## config.mk

```make
export PLATFORM = sky130hd
export DESIGN_NAME = serial_tx_fifo
export DESIGN_NICKNAME = d
export VERILOG_FILES = /design/src/rtl/serial_tx_fifo.sv
export SDC_FILE = /design/constraint.sdc
export NUM_CORES = 1
export LEC_CHECK = 0
export ABC_AREA = 1
export CAP_MARGIN = 15
export CORE_ASPECT_RATIO = 0.7
export CORE_MARGIN = 5
export CORE_UTILIZATION = 44
export CTS_CLUSTER_SIZE = 14
export DETAILED_ROUTE_END_ITERATION = 12
export DONT_BUFFER_PORTS = 1
export RECOVER_POWER = 50
export SLEW_MARGIN = 20
export SYNTH_ARGS = -nofsm -noshare
export SYNTH_HDL_FRONTEND = slang
export SYNTH_SLANG_ARGS = --single-unit
```

## constraint.sdc

```tcl
create_clock -name clock -period 2.48 [get_ports clock]
set_input_delay 0.248 -clock clock [delete_from_list [all_inputs] [get_ports clock]]
set_output_delay 0.248 -clock clock [all_outputs]
set_load 0.1 [all_outputs]
```

## src/rtl/serial_tx_fifo.sv

```systemverilog
// Memory-mapped UART transmitter with a byte FIFO, programmable baud divisor,
// sticky overflow flag and level interrupt.
module serial_tx_fifo #(
    parameter int unsigned FIFO_DEPTH = 16,
    parameter int unsigned DIV_RESET  = 86,
    parameter int unsigned DIV_WIDTH  = 16
) (
    input  logic        clock,
    input  logic        reset,
    input  logic        sel,
    input  logic        we,
    input  logic        re,
    input  logic [3:0]  addr,
    input  logic [31:0] din,
    output logic [31:0] dout,
    output logic        tx,
    output logic        irq
);
    localparam int unsigned PtrW = (FIFO_DEPTH > 1) ? $clog2(FIFO_DEPTH) : 1;
    localparam int unsigned CntW = PtrW + 1;

    typedef enum logic [1:0] {StIdle, StStart, StData, StStop} state_t;

    state_t                 state, state_next;
    logic [7:0]             mem [FIFO_DEPTH];
    logic [PtrW-1:0]        head, tail;
    logic [CntW-1:0]        count;
    logic [7:0]             count8;
    logic                   ovf, ie_empty, ie_ovf;
    logic [DIV_WIDTH-1:0]   div_reg, div_cur, baud_cnt;
    logic [7:0]             shift;
    logic [2:0]             bit_idx;
    logic                   wr_data, wr_div, wr_ctrl, rd_status;
    logic                   full, empty, push, pop, overflow, flush, bit_end, busy;
    logic                   unused_din;

    assign wr_data   = sel & we & (addr == 4'h0);
    assign wr_div    = sel & we & (addr == 4'h8);
    assign wr_ctrl   = sel & we & (addr == 4'hC);
    assign rd_status = sel & re & (addr == 4'h4);

    assign full     = (count == CntW'(FIFO_DEPTH));
    assign empty    = (count == '0);
    assign push     = wr_data & ~full;
    assign overflow = wr_data & full;
    assign flush    = wr_ctrl & din[2];
    assign bit_end  = (baud_cnt == div_cur);
    assign busy     = (state != StIdle);
    assign count8   = 8'(count);
    assign unused_din = ^din;

    always_comb begin
        state_next = state;
        pop        = 1'b0;
        case (state)
            StIdle: begin
                if (!empty) begin
                    pop        = 1'b1;
                    state_next = StStart;
                end
            end
            StStart: if (bit_end) state_next = StData;
            StData:  if (bit_end && bit_idx == 3'd7) state_next = StStop;
            StStop: begin
                if (bit_end) begin
                    if (!empty) begin
                        pop        = 1'b1;
                        state_next = StStart;
                    end else begin
                        state_next = StIdle;
                    end
                end
            end
            default: state_next = StIdle;
        endcase
    end

    // Divisor is sampled into div_cur only at frame start and bit boundaries.
    always_ff @(posedge clock or negedge reset) begin
        if (!reset) begin
            state    <= StIdle;
            shift    <= 8'h00;
            bit_idx  <= 3'd0;
            baud_cnt <= '0;
            div_cur  <= DIV_WIDTH'(DIV_RESET);
        end else begin
            state <= state_next;
            if (pop) begin
                shift    <= mem[head];
                baud_cnt <= '0;
                div_cur  <= div_reg;
            end else if (state != StIdle) begin
                if (bit_end) begin
                    baud_cnt <= '0;
                    div_cur  <= div_reg;
                    if (state == StStart) bit_idx <= 3'd0;
                    if (state == StData) begin
                        shift   <= shift >> 1;
                        bit_idx <= bit_idx + 3'd1;
                    end
                end else begin
                    baud_cnt <= baud_cnt + DIV_WIDTH'(1);
                end
            end
        end
    end

    always_ff @(posedge clock) begin
        if (push && !flush) mem[tail] <= din[7:0];
    end

    always_ff @(posedge clock or negedge reset) begin
        if (!reset) begin
            head  <= '0;
            tail  <= '0;
            count <= '0;
        end else if (flush) begin
            head  <= '0;
            tail  <= '0;
            count <= '0;
        end else begin
            if (push) tail <= tail + PtrW'(1);
            if (pop)  head <= head + PtrW'(1);
            count <= count + CntW'(push) - CntW'(pop);
        end
    end

    always_ff @(posedge clock or negedge reset) begin
        if (!reset) begin
            ovf      <= 1'b0;
            ie_empty <= 1'b0;
            ie_ovf   <= 1'b0;
            div_reg  <= DIV_WIDTH'(DIV_RESET);
        end else begin
            // A dropped byte on the same edge as a STATUS read keeps the flag.
            if (overflow)       ovf <= 1'b1;
            else if (rd_status) ovf <= 1'b0;
            if (wr_ctrl) begin
                ie_empty <= din[0];
                ie_ovf   <= din[1];
            end
            if (wr_div) div_reg <= din[DIV_WIDTH-1:0];
        end
    end

    always_comb begin
        dout = '0;
        case (addr)
            4'h4:    dout = {16'b0, count8, 4'b0, ovf, busy, full, empty};
            4'h8:    dout[DIV_WIDTH-1:0] = div_reg;
            4'hC:    dout[1:0] = {ie_ovf, ie_empty};
            default: dout = '0;
        endcase
    end

    always_comb begin
        tx = 1'b1;
        case (state)
            StStart: tx = 1'b0;
            StData:  tx = shift[0];
            default: tx = 1'b1;
        endcase
    end

    assign irq = (ie_empty & empty) | (ie_ovf & ovf);

endmodule

```

# ---- Yosys cells after proc, flatten, opt, wreduce, memory -nomap -nowiden
# Memories as Yosys holds them, arrays and structs flattened.
# Cells that the tools add are included.
dict set report classes {
  reduce_logical 18
  bitwise 14
  eq_ne 13
  addsub 6
  mux 33
}
# operator count
set ops {}
lappend ops {{two-way mux 16 bit} 6}
lappend ops {{two-way mux 8 bit} 4}
lappend ops {{one-hot mux 14 bit (2 select lines)} 1}
lappend ops {{adder 16 x 1 -> 16 bit, second input constant} 1}
lappend ops {{equality test 16 bit} 1}
lappend ops {{two-way mux 4 bit} 4}
lappend ops {{nonzero test 2 bit} 8}
lappend ops {{AND 1 bit} 11}
lappend ops {{adder 4 x 1 -> 4 bit, second input constant} 2}
lappend ops {{equality test 4 bit, second input constant} 2}
lappend ops {{two-way mux 2 bit} 4}
lappend ops {{inequality test 2 bit, second input constant} 4}
lappend ops {{one-hot mux 2 bit (4 select lines)} 1}
lappend ops {{AND reduction 4 bit} 2}
lappend ops {{two-way mux 1 bit} 7}
lappend ops {{two-way mux 3 bit} 2}
lappend ops {{one-hot mux 2 bit (3 select lines)} 1}
lappend ops {{adder 5 x 1 -> 5 bit} 1}
lappend ops {{equality test 5 bit, second input constant} 1}
lappend ops {{logical NOT 5 bit} 1}
lappend ops {{two-way mux 5 bit} 1}
lappend ops {{subtractor 5 x 1 -> 5 bit} 1}
lappend ops {{equality test 2 bit, second input constant} 2}
lappend ops {{equality test 4 x 3 -> 1 bit, second input constant} 1}
lappend ops {{other kinds (12)} 15}
dict set report totals {
  word_cells 97
  n_memories 1
  ff_bits 77
  in_bits 41
  out_inout_bits 34
  ramBits 128
}
# name depth width read_ports rd_clocked_by_memory_dff wr line
set mem_list {}
lappend mem_list {mem 16 8 1 0 1 25} ;# logic [7:0] mem [FIFO_DEPTH];

# ---- Logic depth before layout (Yosys ltp)
# Gate-level depths: netlist (run 1).
dict set report logic_depth {
  depth_word 7
  mapped_depth 23
  depth_no_buf 21
}

# ---- Least setup slack after synthesis (run 1)
# No wires, ideal clock.
dict set report synth_timing {
  path_kind {register -> output}
  start {register state[0]}
  end {output dout[2]}
  t_arrival_ps 2965
  path_buffers 1
  path_stages_with_launch 5
  setup_slack_ps -733
  required_time_ps 2232
  path_cell_list {dfrtp_1 inv_1 ha_1 clkbuf_1 o21ai_0}
}
dict set report synth_via {
  elab_chain_cells 2
}
# item line
set synth_rtl {}
lappend synth_rtl {{start, declared} 24} ;# state_t state, state_next;
lappend synth_rtl {{start signal, assigned} 81} ;# state <= StIdle;
lappend synth_rtl {{start signal, assigned} 87} ;# state <= state_next;
lappend synth_rtl {{nonzero test 2 bit} 48} ;# assign busy = (state != StIdle);
lappend synth_rtl {{one-hot mux 14 bit (2 select lines)} 148} ;# case (addr)
lappend synth_rtl {{end, declared} 15} ;# output logic [31:0] dout,
# No other way between the ends.

# ---- Final worst setup path (run 1)
dict set report layout_timing {
  start {register div_cur[1]}
  end {register count[4]}
}
dict set report layout_via {
  elab_chain_cells 5
}
# item line
set layout_rtl {}
lappend layout_rtl {{start, declared} 30} ;# logic [DIV_WIDTH-1:0] div_reg, div_cur, baud_cnt;
lappend layout_rtl {{start signal, assigned} 85} ;# div_cur <= DIV_WIDTH'(DIV_RESET);
lappend layout_rtl {{start signal, assigned} 91} ;# div_cur <= div_reg;
lappend layout_rtl {{start signal, assigned} 95} ;# div_cur <= div_reg;
lappend layout_rtl {{equality test 16 bit} 47} ;# assign bit_end = (baud_cnt == div_cur);
lappend layout_rtl {{two-way mux 1 bit} 65} ;# if (bit_end) begin
lappend layout_rtl {{one-hot mux 1 bit (2 select lines)} 55} ;# case (state)
lappend layout_rtl {{subtractor 5 x 1 -> 5 bit} 124} ;# count <= count + CntW'(push) - CntW'(pop);
lappend layout_rtl {{two-way mux 5 bit} 117} ;# end else if (flush) begin
lappend layout_rtl {{end signal, assigned} 124}
lappend layout_rtl {{end, declared} 27} ;# logic [CntW-1:0] count;
# No other way between the ends.
# A chain may end at the register's enable or synchronous reset.

==> reports/results.ini, run 1 <==
[yosys]
synth_ff_type=edfxtp_1
synth_seq_area_share_pct=59.5
syn_area_per_cell_um2=9.71
synthArstFlopShare_pct=37.6
syn_inst=1000
synth_edf_count=128
synth_area_um2=9710
synth_seq_cells=205
synthDistinctLibCells=38
ys_warn_count=0

[clocking]
cts_tree=yes
clock_sinks=205
cts_root_buf=clkbuf_16
cts-buffers-inserted=22
clock_latency_ps=520
htreeDepth=1
cts.clk_slew.worst_paths_ps=70
clk_path_buf_depth=3

[drt]
routed-wl-met2_um=9990
wl_met3_um=1470
vias=7213
maxUsedRoutingLayer=met4
post_drt_wl_per_cell_um=17.0
drtPass1Iterations=6
drt-met1-wl_um=12000
via_per_inst=5.14
drt_iter0_drc=728
drc=0
detail-route-antenna-nets=0
wl_um=23800

[timing]
slew_viol_final=78
fin_worst_skew_ps=27.0
fin_ws_ps=-49.4
period_share_pct=102
hold_viol=0
slew_headroom_pct=-29.7
rsz0062_at_grt=true
max_freq_mhz=395
tightest_slew_ps=1950
setup_viol=2
min_period_ps=2530

[setup_path]
slowest_stage=dfstp_2
path_cells=inv_1 > nand2_1 > nand2_1 > nor2_2 > nand2_1 > nor2_2 > nand3_2 > nand2_2 > nand2_4 > nor2_4 > inv_2 > nand2_2 > ha_4 > inv_2 > fa_2 > inv_1 > a21oi_1 > nor2_1 > nor2_1 > xor2_1 > nor2_1
cp-start-kind=flip-flop
path_max_fanout=3
crit_arrival_ps=2940
critPathKind=flip-flop to flip-flop
endpoint_kind=flip-flop
crit_path_max_incr_delay_ps=530
cp.required_ps=2890
r2r_slack_ps=-50

[power]
totalPowerFinal_uw=9080
ir_drop_uv=885
p_leak_uw=0.00508
power.density_nw_per_um2=761

[layout]
fin_area_um2=11900
n_antenna_cell=0
largest_reg_flops=128
final_nets=1163
top_register=mem
regArea_um2=5790
multiInputGateArea_um2=3440
syn_to_final_growth_pct=22.9
fillers=1900
drive_gt1_share_pct=19.5

[global_routing]
grt_pass1_vias=6842
overflow=0
track_usage_pct=18.9
grt_max_degree=78
grt_antenna_before_repair=1
grt_pass1_wl_um=38100

[min_path]
hp-class=input port to flip-flop

[place]
dp_hpwl_um=15600
placed_area_um2=10800
routabilityCongestion=0.855
placement.io_buffers=0

[floorplan]
die_area_um2=25200
core_um2=21700
die_w_um=188
ioPinCount=75
start_util_pct=44.8
rows=45
die_y_um=134

[run_status]
violations=capacitance limit, slew limit, setup timing
status=complete, but fails checks

[flow_run]
cap_violations=1

## cell usage after synthesis, types with 9 or more instances
cell      instances  area share (%)
xor2_1           17             1.5
nand4_1          22             1.4
o21ai_0          62             3.2
clkbuf_1         21            0.81
nand3_2           9            0.93
edfxtp_1        128              40
mux2_2            9             1.0
nor2_1          118             4.6
buf_2            16            0.82
nor3_1           13            0.67
a21oi_1          29             1.5
ha_1             17             2.2
nand2_1         218             8.4
inv_1            81             3.1
buf_4            19             1.5
dfrtp_1          69              18
o211ai_1         13             1.0
nand3_1          87             4.5
## placed cells by master (no fill, tap or decap), drive strengths merged
cell type	synthesis	routed
a21oi	29	29
a31oi	2	2
buf	40	103
bufinv	0	6
clkbuf	21	30
clkinv	2	8
clkinvlp	0	1
conb	1	16
dfrtp	69	69
dfstp	8	8
dlygate4sd3	0	20
edfxtp	128	128
fa	1	1
ha	17	17
inv	87	87
mux2	9	9
nand2	223	223
nand3	96	96
nand3b	1	1
nand4	22	22
nor2	121	121
nor3	13	13
nor3b	1	1
o211ai	13	13
o21ai	62	62
o21ba	1	1
o221ai	5	5
o22ai	6	6
o31ai	1	1
or2	3	3
xnor2	1	1
xor2	17	17
## cells by family after synthesis
kind of cell / count (synthesis) / share of synthesized area [%]
adder cells (fa/ha/maj): 18 / 2.40
other: 1 / 0.0386
AND/OR/NAND/NOR: 480 / 21.6
flip-flops: 205 / 59.5
AO/OA/AOI/OAI: 119 / 6.84
XOR/XNOR: 18 / 1.62
multiplexers: 9 / 1.04
buffers and inverters: 150 / 6.97
## final cells by class
cell class / instances / share of cell area (%)
Clock inverter: 13 / 1.90
Clock buffer: 27 / 4.86
Timing Repair Buffer: 126 / 10.2
Sequential cell: 205 / 48.5
Multi-Input combinational cell: 660 / 28.8
Inverter: 89 / 2.80
Tap cell: 282 / 2.96
## per-stage QoR
stage                     std cells  hold WS [ps]  TNS, ps  setup WS, ps  utilization, %
after floorplan                1015         -47.6    -4620          -705               -
after global placement         1334         -44.0    -34.6         -34.6            49.9
after detailed placement       1334         -44.0     -409         -64.2            49.9
after CTS                      1397          52.3    -93.3         -93.3            54.8
after global routing           1402           101    -4950          -288            55.0
final                          1402          59.4    -54.0         -49.4            55.0
## where the power goes
group          switching, uW  total, uW  internal, uW
Combinational            943       1520           578
Clock                   1340       3630          2290
Sequential               126       3930          3800
Total                   2410       9080          6670
## metal layers
| metal | vias to the layer above | track usage (%) |
|---|---|---|
| met5 | - | 0 |
| met2 | 179 | 27.2 |
| li1 | 3533 | - |
| met1 | 3464 | 30.4 |
| met3 | 37 | 2.86 |
| met4 | 0 | 3.55 |
## path summary, 6_finish.rpt
check	start	end	cells after the start
max	div_cur[1]	count[4]	21
min	we	ie_empty	4
max reg2reg	div_cur[1]	count[4]	21
min reg2reg	div_reg[6]	div_cur[6]	2
max in group asynchronous	reset	head[0]	2
min in group asynchronous	reset	baud_cnt[4]	2
## critical path: cells and delay by family (launching register included)
family	cells	cell delay (ps)
compound gates	1	60
xor+xnor	1	140
fa+ha+maj	2	460
buf+inv	4	180
flops	1	530
simple gates	13	1040
## repair_timing
action,4_1_cts,5_1_grt
pin swaps,5,15
endpoints found under the setup margin,9,37
hold buffers,21,0
resized for setup,8,13
setup buffers,2,5
hold endpoints to repair,224,0
No activity file was read; power rests on OpenSTA's default activity.
==> inputs of run 2 (changes only) <==
Settings changed: GPL_ROUTABILITY_DRIVEN set to 0, SETUP_SLACK_MARGIN set to 0.2.
==> reports/results.ini, run 2 (synthesized netlist as in run 1, its figures left out) <==
[timing]
rsz0062_at_grt=true
fin_ws_ps=-103  ; -53.5 ps
timing.hold.ws_ps=118  ; +58.4 ps
min_period_ps=2580  ; +53.5 ps
period_share_pct=104  ; +2.2 points
hold_viol=0  ; unchanged
max_freq_mhz=387  ; -2.1%
setup_viol=5  ; +3
tightest_slew_ps=1990  ; +44.7 ps
slew_viol_final=78  ; unchanged
slew_headroom_pct=-32.6  ; -3.0 points
fin_worst_skew_ps=27.9  ; +0.876 ps

[floorplan]
core_um2=21700  ; unchanged
die_area_um2=25200  ; unchanged
start_util_pct=44.8  ; unchanged
ioPinCount=75  ; unchanged
rows=45  ; unchanged
die_w_um=188  ; unchanged
die_y_um=134  ; unchanged

[setup_path]
crit_path_max_incr_delay_ps=390  ; -140 ps
crit_end=count[4]
cp.required_ps=2910  ; +20 ps
r2r_slack_ps=-100  ; -50 ps
cp-start-kind=flip-flop
path_common_cell=nor2_1
reg2reg_from=count[1]
endpoint_kind=flip-flop
critPathKind=flip-flop to flip-flop
crit_arrival_ps=3010  ; +70 ps
reg2reg_to=count[4]
crit_start=count[1]
reg2reg_depth=18  ; -14%
path_max_fanout=4  ; +1
slowest_stage=dfrtp_1
path_cells=inv_1 > nand4_1 > nand2_1 > inv_1 > nand3_2 > nand2_2 > nand2_4 > nand2_2 > nand2_1 > ha_2 > inv_2 > fa_2 > inv_2 > a21oi_2 > nor2_1 > nor2_1 > xor2_1 > nor2_1

[layout]
fillers=1874  ; -1.4%
n_antenna_cell=0  ; unchanged
final_common_cell=nand2_1
drive_gt1_share_pct=19.9  ; +0.43 points
final_nets=1154  ; -0.77%
top_register=mem
syn_to_final_growth_pct=22.6
largest_reg_flops=128  ; unchanged
mostFrequentLayoutCells=nand2_1 (213), edfxtp_1 (128), nor2_1 (105)

[power]
ir_drop_uv=584  ; -34%
totalPowerFinal_uw=8870  ; -2.3%
p_leak_uw=0.00502  ; -1.1%
power.density_nw_per_um2=745  ; -2.1%

[place]
dp_hpwl_um=16000  ; +2.4%
pre_cts_ws_ps=-56.1  ; +8.17 ps
placement.io_buffers=0  ; unchanged

[clocking]
cts.clk_slew.worst_paths_ps=60  ; about the same
cts-buffers-inserted=22  ; unchanged
htreeDepth=1  ; unchanged
cts_root_buf=clkbuf_16
clk_path_buf_depth=3  ; unchanged
cts_tree=yes
clock_sinks=205  ; unchanged
clock_latency_ps=520  ; about the same

[flow_run]
cap_violations=1  ; unchanged

[global_routing]
track_usage_pct=19.0  ; +0.10 points
grt_antenna_before_repair=0  ; -1
grt_pass1_wl_um=38100  ; unchanged
grt_max_degree=78  ; unchanged
overflow=0  ; unchanged
grt_pass1_vias=6761  ; -1.2%

[drt]
drt_iter0_drc=604  ; -17%
wl_um=24400  ; +2.3%
drc=0  ; unchanged
via_per_inst=5.21  ; +1.2%
detail-route-antenna-nets=0  ; unchanged
vias=7256  ; +0.60%
drtPass1Iterations=6  ; unchanged
post_drt_wl_per_cell_um=17.5  ; +3.0%

[run_status]
status=complete, but fails checks
violations=capacitance limit, slew limit, setup timing

[min_path]
hp-class=input port to flip-flop

[run 2: changes by cell type in the layout (fill, tap and decap cells not counted), sizes merged]
cell | before | now
clkinv | 8 | 12
bufinv | 6 | 3
clkbuf | 30 | 26
buf | 103 | 94
clkinvlp | 1 | 4
[run 2: cell type report]
type                            instances  area [um2]  share of cell area [%]
Inverter                               89         334                    2.81
Tap cell                              282         353                    2.96
Timing Repair Buffer                  117        1190                    9.97
Clock inverter                         17         184                    1.54
Clock buffer                           23         554                    4.65
Multi-Input combinational cell        660        3510                    29.5
Sequential cell                       205        5780                    48.6
[run 2: power breakdown]
group / switching [uW] / internal (uW) / total [uW]
sequential: 135 / 3800 / 3940
combinational: 1010 / 570 / 1580
clock: 1400 / 1950 / 3350
total: 2540 / 6320 / 8870
[run 2: layer usage]
layer,vias to the layer above,track usage [%],routed length (um)
met3,29,3.17,1620
met2,227,26.6,9950
li1,3531,-,-
met5,-,0,0
met1,3469,30.8,12400
met4,0,3.87,403
[run 2: worst max-delay path: cells and delay by family (launching register included)]
kind                     cells  cell delay [ps]
XOR/XNOR                     1              130
AO/OA/AOI/OAI                1               40
buffers and inverters        4              340
AND/OR/NAND/NOR             10             1050
flip-flops                   1              390
adder cells (fa/ha/maj)      2              540
[run 2: how the worst min path moves through the flow]
| stage | from | endpoint | slack (ps) | cells after the start |
|---|---|---|---|---|
| floorplan | reset | baud_cnt[0] | -50 | 0 |
| global placement | reset | div_cur[11] | -50 | 0 |
| detailed placement | reset | div_reg[13] | -50 | 0 |
| CTS | we | ie_ovf | 110 | 4 |
| global route | we | ie_ovf | 160 | 3 |
| finish | we | ie_ovf | 120 | 4 |
[run 2: what timing repair did]
| item | CTS | global route |
|---|---|---|
| endpoints found under the hold margin | 224 | 0 |
| endpoints found under the setup margin | 41 | 75 |
| setup buffers | 4 | 5 |
| resized for setup | 9 | 32 |
| hold buffers | 21 | 0 |
| pin swaps | 5 | 13 |
[run 2: per-stage QoR]
step | cells | cell area (um2) | TNS, ps | utilization [%]
2_1_floorplan | 1015 | 9820 | -1960 | -
3_3_place_gp | 1323 | 10700 | 0 | 49.6
3_5_place_dp | 1323 | 10700 | -56.1 | 49.6
4_1_cts | 1388 | 11800 | -69.2 | 54.3
5_1_grt | 1393 | 11900 | -2710 | 54.9
6_report | 1393 | 11900 | -221 | 54.9
